### config.mk
export PLATFORM = sky130hd
export DESIGN_NAME = com_tracker
export DESIGN_NICKNAME = d
export VERILOG_FILES = /design/src/rtl/com_tracker_pkg.sv /design/src/rtl/com_tracker_divider.sv /design/src/rtl/com_tracker.sv
export SDC_FILE = /design/constraint.sdc
export NUM_CORES = 1
export LEC_CHECK = 0
export ABC_AREA = 1
export CORE_AREA = 2 2 218 155
export CTS_CLUSTER_DIAMETER = 60
export DETAILED_ROUTE_END_ITERATION = 10
export DIE_AREA = 0 0 220 157
export PLACE_DENSITY_LB_ADDON = 0.12
export SYNTH_ARGS = -nofsm -noshare
export SYNTH_HDL_FRONTEND = slang
export SYNTH_SLANG_ARGS = --single-unit
### constraint.sdc
create_clock -name clk -period 12.27 [get_ports clk]
set_clock_uncertainty 0.1 [all_clocks]
set_input_delay 2.454 -clock clk [delete_from_list [all_inputs] [get_ports clk]]
set_output_delay 2.454 -clock clk [all_outputs]
set_load 0.03 [all_outputs]
### src/rtl/com_tracker_pkg.sv
// Shared types and widths for the tactile centre-of-mass tracker and its display path.
package com_tracker_pkg;

    typedef enum logic [1:0] {
        ACCUM  = 2'd0,
        DIVIDE = 2'd1,
        OUTPUT = 2'd2
    } state_t;

    localparam int unsigned IDX_W  = 4;
    localparam int unsigned FRAC_W = 4;
    localparam int unsigned Q_W    = 8;
    localparam int unsigned SUMW_W = 20;
    localparam int unsigned SUMX_W = 24;

    // Pixel scale code to left-shift amount: x1, x16, x32, x64.
    function automatic logic [2:0] scale_shift(input logic [1:0] code);
        case (code)
            2'b00:   return 3'd0;
            2'b01:   return 3'd4;
            2'b10:   return 3'd5;
            default: return 3'd6;
        endcase
    endfunction

endpackage

### src/rtl/com_tracker_divider.sv
// Restoring unsigned divider, one quotient bit per cycle; the quotient must fit in Q_W bits.
module com_divider #(
    parameter int unsigned NUM_W = 28,
    parameter int unsigned DEN_W = 20,
    parameter int unsigned Q_W   = 8
) (
    input  logic             clk,
    input  logic             rst,
    input  logic             start,
    input  logic [NUM_W-1:0] num,
    input  logic [DEN_W-1:0] den,
    output logic             busy,
    output logic             done,
    output logic [Q_W-1:0]   quo
);

    localparam int unsigned REM_W = DEN_W + 1;
    localparam int unsigned CNT_W = $clog2(Q_W);

    logic [DEN_W-1:0] rem_q;
    logic [DEN_W-1:0] den_q;
    logic [Q_W-1:0]   lo_q;
    logic [CNT_W-1:0] cnt_q;
    logic [REM_W-1:0] trial_c;
    logic             ge_c;

    // Upper numerator bits are already below den, so only Q_W bits remain to shift in.
    assign trial_c = {rem_q, lo_q[Q_W-1]};
    assign ge_c    = (trial_c >= REM_W'(den_q));

    always_ff @(posedge clk or posedge rst) begin
        if (rst) begin
            rem_q <= '0;
            den_q <= '0;
            lo_q  <= '0;
            cnt_q <= '0;
            quo   <= '0;
            busy  <= 1'b0;
            done  <= 1'b0;
        end else begin
            done <= 1'b0;
            if (start) begin
                rem_q <= DEN_W'(num[NUM_W-1:Q_W]);
                lo_q  <= num[Q_W-1:0];
                den_q <= den;
                cnt_q <= '0;
                quo   <= '0;
                busy  <= 1'b1;
            end else if (busy) begin
                rem_q <= ge_c ? DEN_W'(trial_c - REM_W'(den_q)) : DEN_W'(trial_c);
                lo_q  <= {lo_q[Q_W-2:0], 1'b0};
                quo   <= {quo[Q_W-2:0], ge_c};
                cnt_q <= cnt_q + CNT_W'(1);
                if (cnt_q == CNT_W'(Q_W - 1)) begin
                    busy <= 1'b0;
                    done <= 1'b1;
                end
            end
        end
    end

endmodule

### src/rtl/com_tracker.sv
// Pressure centre-of-mass tracker: per-frame weighted sums, sequential divide, pixel scaling.
// Define COM_SMOOTH_EN to blend consecutive present results in the Q4.4 domain.
module com_tracker
    import com_tracker_pkg::*;
#(
    parameter int unsigned SW_WIRE_CNT = 16,
    parameter int unsigned RD_WIRE_CNT = 16,
    parameter int unsigned SAMPLE_W    = 12,
    parameter int unsigned THRESHOLD   = 100,
    parameter int unsigned MIN_WEIGHT  = 256
) (
    input  logic                clk,
    input  logic                rst,
    input  logic                sample_valid,
    input  logic [IDX_W-1:0]    sample_sw,
    input  logic [IDX_W-1:0]    sample_rd,
    input  logic [SAMPLE_W-1:0] sample_val,
    input  logic                frame_end,
    input  logic [1:0]          scale_in,
    output logic [10:0]         x_com,
    output logic [9:0]          y_com,
    output logic                com_valid,
    output logic                com_present,
    output logic                overrun
);

    localparam int unsigned NUM_W = SUMX_W + FRAC_W;
    localparam int unsigned IDXC_W = IDX_W + 1;
    localparam int unsigned CNT_W = $clog2(Q_W + 1);
    localparam int unsigned PIX_W = Q_W + 6;

    state_t state_q, state_d;

    logic [SUMW_W-1:0] acc_w_q, acc_w_d, tot_w_c, add_w_c, den_q, den_d;
    logic [SUMX_W-1:0] acc_x_q, acc_x_d, tot_x_c, add_x_c;
    logic [SUMX_W-1:0] acc_y_q, acc_y_d, tot_y_c, add_y_c;
    logic [CNT_W-1:0]  cnt_q, cnt_d;
    logic [Q_W-1:0]    qx_q, qx_d, qy_q, qy_d, qx_sel_c, qy_sel_c;
    logic [Q_W-1:0]    quo_x, quo_y;
    logic              busy_x, busy_y, done_x, done_y;
    logic              div_start_c, present_c, take_c;
    logic [SAMPLE_W-1:0] w_c;
    logic [PIX_W-1:0]  x_pix_c, y_pix_c;
    logic [10:0]       x_com_d;
    logic [9:0]        y_com_d;
    logic              com_valid_d, com_present_d, overrun_d;

`ifdef COM_SMOOTH_EN
    logic              hist_q, hist_d;
    logic [Q_W-1:0]    qx_prev_q, qx_prev_d, qy_prev_q, qy_prev_d;
    logic [Q_W:0]      blend_x_c, blend_y_c;
`endif

    // Thresholded weight of the current sample, gated by validity and grid bounds.
    always_comb begin
        w_c = (sample_val > SAMPLE_W'(THRESHOLD)) ? sample_val - SAMPLE_W'(THRESHOLD) : '0;
        take_c = sample_valid
               && ({1'b0, sample_sw} < IDXC_W'(SW_WIRE_CNT))
               && ({1'b0, sample_rd} < IDXC_W'(RD_WIRE_CNT));
        add_w_c = take_c ? SUMW_W'(w_c) : '0;
        add_x_c = take_c ? SUMX_W'(w_c) * SUMX_W'(sample_rd) : '0;
        add_y_c = take_c ? SUMX_W'(w_c) * SUMX_W'(sample_sw) : '0;
        tot_w_c = acc_w_q + add_w_c;
        tot_x_c = acc_x_q + add_x_c;
        tot_y_c = acc_y_q + add_y_c;
    end

    com_divider #(.NUM_W(NUM_W), .DEN_W(SUMW_W), .Q_W(Q_W)) u_div_x (
        .clk   (clk),
        .rst   (rst),
        .start (div_start_c),
        .num   ({tot_x_c, {FRAC_W{1'b0}}}),
        .den   (tot_w_c),
        .busy  (busy_x),
        .done  (done_x),
        .quo   (quo_x)
    );

    com_divider #(.NUM_W(NUM_W), .DEN_W(SUMW_W), .Q_W(Q_W)) u_div_y (
        .clk   (clk),
        .rst   (rst),
        .start (div_start_c),
        .num   ({tot_y_c, {FRAC_W{1'b0}}}),
        .den   (tot_w_c),
        .busy  (busy_y),
        .done  (done_y),
        .quo   (quo_y)
    );

    // Result selection in Q4.4, optionally blended with the previous present result.
    always_comb begin
`ifdef COM_SMOOTH_EN
        blend_x_c = {1'b0, qx_prev_q} + {1'b0, qx_q} + (Q_W+1)'(1);
        blend_y_c = {1'b0, qy_prev_q} + {1'b0, qy_q} + (Q_W+1)'(1);
        qx_sel_c  = hist_q ? Q_W'(blend_x_c >> 1) : qx_q;
        qy_sel_c  = hist_q ? Q_W'(blend_y_c >> 1) : qy_q;
`else
        qx_sel_c  = qx_q;
        qy_sel_c  = qy_q;
`endif
        x_pix_c   = PIX_W'(qx_sel_c) << scale_shift(scale_in);
        y_pix_c   = PIX_W'(qy_sel_c) << scale_shift(scale_in);
        present_c = (den_q != '0) && (den_q >= SUMW_W'(MIN_WEIGHT));
    end

    // Next-state and registered-output logic.
    always_comb begin
        state_d       = state_q;
        acc_w_d       = tot_w_c;
        acc_x_d       = tot_x_c;
        acc_y_d       = tot_y_c;
        den_d         = den_q;
        cnt_d         = cnt_q;
        qx_d          = done_x ? quo_x : qx_q;
        qy_d          = done_y ? quo_y : qy_q;
        x_com_d       = x_com;
        y_com_d       = y_com;
        com_valid_d   = 1'b0;
        com_present_d = com_present;
        overrun_d     = overrun;
        div_start_c   = 1'b0;
`ifdef COM_SMOOTH_EN
        hist_d        = hist_q;
        qx_prev_d     = qx_prev_q;
        qy_prev_d     = qy_prev_q;
`endif

        case (state_q)
            ACCUM: begin
                if (frame_end) begin
                    den_d       = tot_w_c;
                    div_start_c = (tot_w_c != '0);
                    acc_w_d     = '0;
                    acc_x_d     = '0;
                    acc_y_d     = '0;
                    cnt_d       = '0;
                    state_d     = DIVIDE;
                end
            end
            DIVIDE: begin
                if (cnt_q != CNT_W'(Q_W)) begin
                    cnt_d = cnt_q + CNT_W'(1);
                end else if (!(busy_x || busy_y)) begin
                    state_d = OUTPUT;
                end
            end
            OUTPUT: begin
                com_valid_d = 1'b1;
                state_d     = ACCUM;
                if (present_c) begin
                    x_com_d       = 11'(x_pix_c >> FRAC_W);
                    y_com_d       = 10'(y_pix_c >> FRAC_W);
                    com_present_d = 1'b1;
`ifdef COM_SMOOTH_EN
                    hist_d        = 1'b1;
                    qx_prev_d     = qx_sel_c;
                    qy_prev_d     = qy_sel_c;
`endif
                end else begin
                    com_present_d = 1'b0;
`ifdef COM_SMOOTH_EN
                    hist_d        = 1'b0;
`endif
                end
            end
            default: state_d = ACCUM;
        endcase

        // A frame boundary while the previous result is still in flight drops the new frame.
        if (frame_end && (state_q != ACCUM)) begin
            overrun_d = 1'b1;
            acc_w_d   = '0;
            acc_x_d   = '0;
            acc_y_d   = '0;
        end
    end

    always_ff @(posedge clk or posedge rst) begin
        if (rst) begin
            state_q     <= ACCUM;
            acc_w_q     <= '0;
            acc_x_q     <= '0;
            acc_y_q     <= '0;
            den_q       <= '0;
            cnt_q       <= '0;
            qx_q        <= '0;
            qy_q        <= '0;
            x_com       <= '0;
            y_com       <= '0;
            com_valid   <= 1'b0;
            com_present <= 1'b0;
            overrun     <= 1'b0;
`ifdef COM_SMOOTH_EN
            hist_q      <= 1'b0;
            qx_prev_q   <= '0;
            qy_prev_q   <= '0;
`endif
        end else begin
            state_q     <= state_d;
            acc_w_q     <= acc_w_d;
            acc_x_q     <= acc_x_d;
            acc_y_q     <= acc_y_d;
            den_q       <= den_d;
            cnt_q       <= cnt_d;
            qx_q        <= qx_d;
            qy_q        <= qy_d;
            x_com       <= x_com_d;
            y_com       <= y_com_d;
            com_valid   <= com_valid_d;
            com_present <= com_present_d;
            overrun     <= overrun_d;
`ifdef COM_SMOOTH_EN
            hist_q      <= hist_d;
            qx_prev_q   <= qx_prev_d;
            qy_prev_q   <= qy_prev_d;
`endif
        end
    end

endmodule
==> metrics.csv <==
metric,value,unit
sum of negative setup slack,0,ns
number of different library cells in the post-synthesis netlist,42,
Critical Path Source Type,input port,
maximum clock frequency,106,MHz
# clock sinks,219,
Final Hold Viols,0,
io pins,50,
cell with the biggest individual delay on the critical path,sky130_fd_sc_hd__nand2_2,
category of the critical setup timing path,input port to flop,
Crit path required time,12.60,ns
IO buf count,48,
vias per cell,5.56,
flip-flop and latch count after synthesis,219,
total number of H-tree levels,1,
final critical delay including setup and external delays,9.48,ns
Total Die Area,34500,µm²
Die Wd,220,µm
DRC violation count after routing,0,
"most common cell after layout, fill and taps aside",sky130_fd_sc_hd__nand2_1,
fin nets,2753,
Worst Max-Slew Pin Slew,1.18,ns
site row count,55,
maximum cell stage delay along the critical path,1.06,ns
post-synthesis cell area,17700,µm²
wire length per cell after detailed routing,16.4,µm
Lkg Pwr,0.0100,µW
total count of max-transition violations in the final report,0,
grt ovf,0,
r2r worst-path depth,16,
setup violation total in the final timing report,0,
clock root cell,sky130_fd_sc_hd__clkbuf_16,
clock latency on the worst-skew pair,0.55,ns
iteration-0 DRC count of the detailed router,1661,
TritonCTS buffer count,26,
Core Box Area,32200,µm²
Worst VDD drop,0.000172,V
largest net degree at the start of global routing,104,
total length of routed wires,49100,µm
total instance count after detailed placement,2949,
power density of the placed cells,255,nW/µm²
Worst EP arrival,9.81,ns
via count of the first global-routing pass,15300,
global-route wire length before repair,80800,µm
layout cell share with drive strength beyond 1,2.69,%
initial core utilization,54.8,%
detailed placer's ending HPWL,38100,µm
Hold Path Stages,2,
synthesized netlist cell count,2535,
result of the run,finished clean,
number of warnings reported in the yosys synthesis log,0,
overall global routing resource usage,29.4,%
first-pass iteration count of the detailed router,6,
initial antenna violation count,0,
number of buffers added for setup after CTS,0,
largest buffer count on any clock path,3,
unrepaired setup endpoints after global routing,false,
Relative slew margins,21.1,%
Critical Path Fanout Max,57,
Worst-path clk slew,0.07,ns
Antenna Violating Nets Remaining,0,
post-synthesis to final-layout area growth,9.08,%
nets in the synthesized netlist,2738,
via count,16600,
Final Non-Filler Cells,2995,
number of violations of the max-capacitance limit,0,
vertical die dimension,157,µm
weighted congestion reported at the end of routability-driven placement,0.953,
library cell appearing most often on the critical path,sky130_fd_sc_hd__nand2_1,
TritonCTS clock tree,done,
synthesized area per cell,6.97,µm²
"commonest cells after routing, fill and taps aside","sky130_fd_sc_hd__nand2_1 (628), sky130_fd_sc_hd__inv_1 (337), sky130_fd_sc_hd__nor2_1 (306), sky130_fd_sc_hd__dfrtp_1 (219), sky130_fd_sc_hd__nand3_1 (199)",
element type at the critical path end,flop,
post-CTS resize count,0,
Worst Hold Class,flop to flop,
hold_buf cts,0,
share of the cycle needed by the critical path after routing,77.2,%
sequential share of the synthesized area,31.0,%
==> power breakdown <==
group	switching, µW	internal [µW]
sequential	167	968
clock	337	446
combinational	1940	1050
total	2440	2460
==> worst max-delay path: cells and delay by family <==
family,cells,cell delay [ns]
adders and majority gates,2,0.53
AOI/OAI and AO/OA,3,0.66
and+or+nand+nor,18,4.19
buffers and inverters,7,1.96
==> synthesized netlist by cell type, drive strengths merged <==
| library cell | number | area share, % |
|---|---|---|
| nor3 | 33 | 0.94 |
| and2 | 4 | 0.14 |
| o21a | 9 | 0.38 |
| dfrtp | 219 | 31 |
| a31oi | 9 | 0.32 |
| xor2 | 44 | 2.2 |
| o22ai | 15 | 0.53 |
| o31ai | 6 | 0.26 |
| nor2 | 308 | 6.6 |
| a21boi | 9 | 0.38 |
| o221ai | 4 | 0.20 |
| buf | 26 | 1.1 |
| inv | 339 | 7.2 |
| clkbuf | 47 | 1.0 |
| clkinv | 9 | 0.19 |
| a21o | 8 | 0.34 |
| nand2 | 631 | 13 |
| o32ai | 2 | 0.099 |
| nand4 | 29 | 1.0 |
| mux2 | 1 | 0.064 |
| conb | 1 | 0.021 |
| o21ai | 173 | 4.9 |
| nand3b | 9 | 0.38 |
| ha | 132 | 9.4 |
| nor3b | 1 | 0.043 |
| nor4 | 6 | 0.21 |
| a21oi | 174 | 4.9 |
| fa | 45 | 5.1 |
| nand2b | 1 | 0.035 |
| o2111ai | 2 | 0.099 |
| xnor2 | 28 | 1.4 |
| o21bai | 7 | 0.30 |
| nand3 | 199 | 5.6 |
| or2 | 5 | 0.18 |
==> final timing paths <==
path                            slack [ns]     startpoint          endpoint
worst max-delay path                  2.79  sample_val[2]  u_div_y.den_q[1]
worst min-delay path                  0.38       x_com[9]          x_com[9]
worst max register to register        7.01     acc_w_q[0]  u_div_y.den_q[1]
worst min register to register        0.38       x_com[9]          x_com[9]
max in group asynchronous             8.37            rst       acc_y_q[12]
min in group asynchronous             2.32            rst          cnt_q[1]
==> layout make-up <==
cell class,instances,area (µm²)
fill,3057,12900
multi-input combinational,1895,10500
sequential,219,5480
inverter,348,1310
clock buffer,33,728
timing repair buffer,60,566
tap,427,534
clock inverter,12,123
antenna,1,2.50
==> sequential cells by signal (all words and copies together), names as in the netlist, 10 cells and up <==
signal / flops
acc_w_q: 20
u_div_y.den_q: 20
y_com: 10
den_q: 12
u_div_y.rem_q: 20
acc_y_q: 24
u_div_x.rem_q: 20
acc_x_q: 24
x_com: 10
==> stage by stage <==
| stage | total power [µW] | area [µm²] | setup slack (ns) | util, % | hold slack [ns] |
|---|---|---|---|---|---|
| after global placement | 4020 | 18400 | 2.72 | 57.2 | 0.362 |
| after global routing | 5380 | 19300 | 2.01 | 59.8 | 0.405 |
| after floorplan | 3360 | 17700 | 3.72 | - | 0.348 |
| after CTS | 4870 | 19300 | 2.93 | 59.8 | 0.387 |
| final | 4900 | 19300 | 2.79 | 59.8 | 0.383 |
| after detailed placement | 4060 | 18400 | 2.40 | 57.2 | 0.369 |
==> metal layers <==
| layer | GRT usage (%) | vias up | routed length, µm |
|---|---|---|---|
| met1 | 46.5 | 7845 | 24800 |
| met4 | 5.08 | 0 | 749 |
| met5 | 0 | - | 0 |
| met3 | 6.59 | 44 | 4410 |
| li1 | - | 8216 | - |
| met2 | 40.6 | 538 | 19200 |
==> logic make-up after synthesis <==
kind of cell	after synthesis	synth area share (%)
DFF	219	31.0
other	1	0.0212
and+or+nand+nor	1226	28.6
buffers and inverters	421	9.46
muxes	1	0.0638
xor gates and xnor gates	72	3.61
AOI/OAI and AO/OA	418	12.7
adders and majority gates	177	14.5
(Power assumes the default switching activity.)
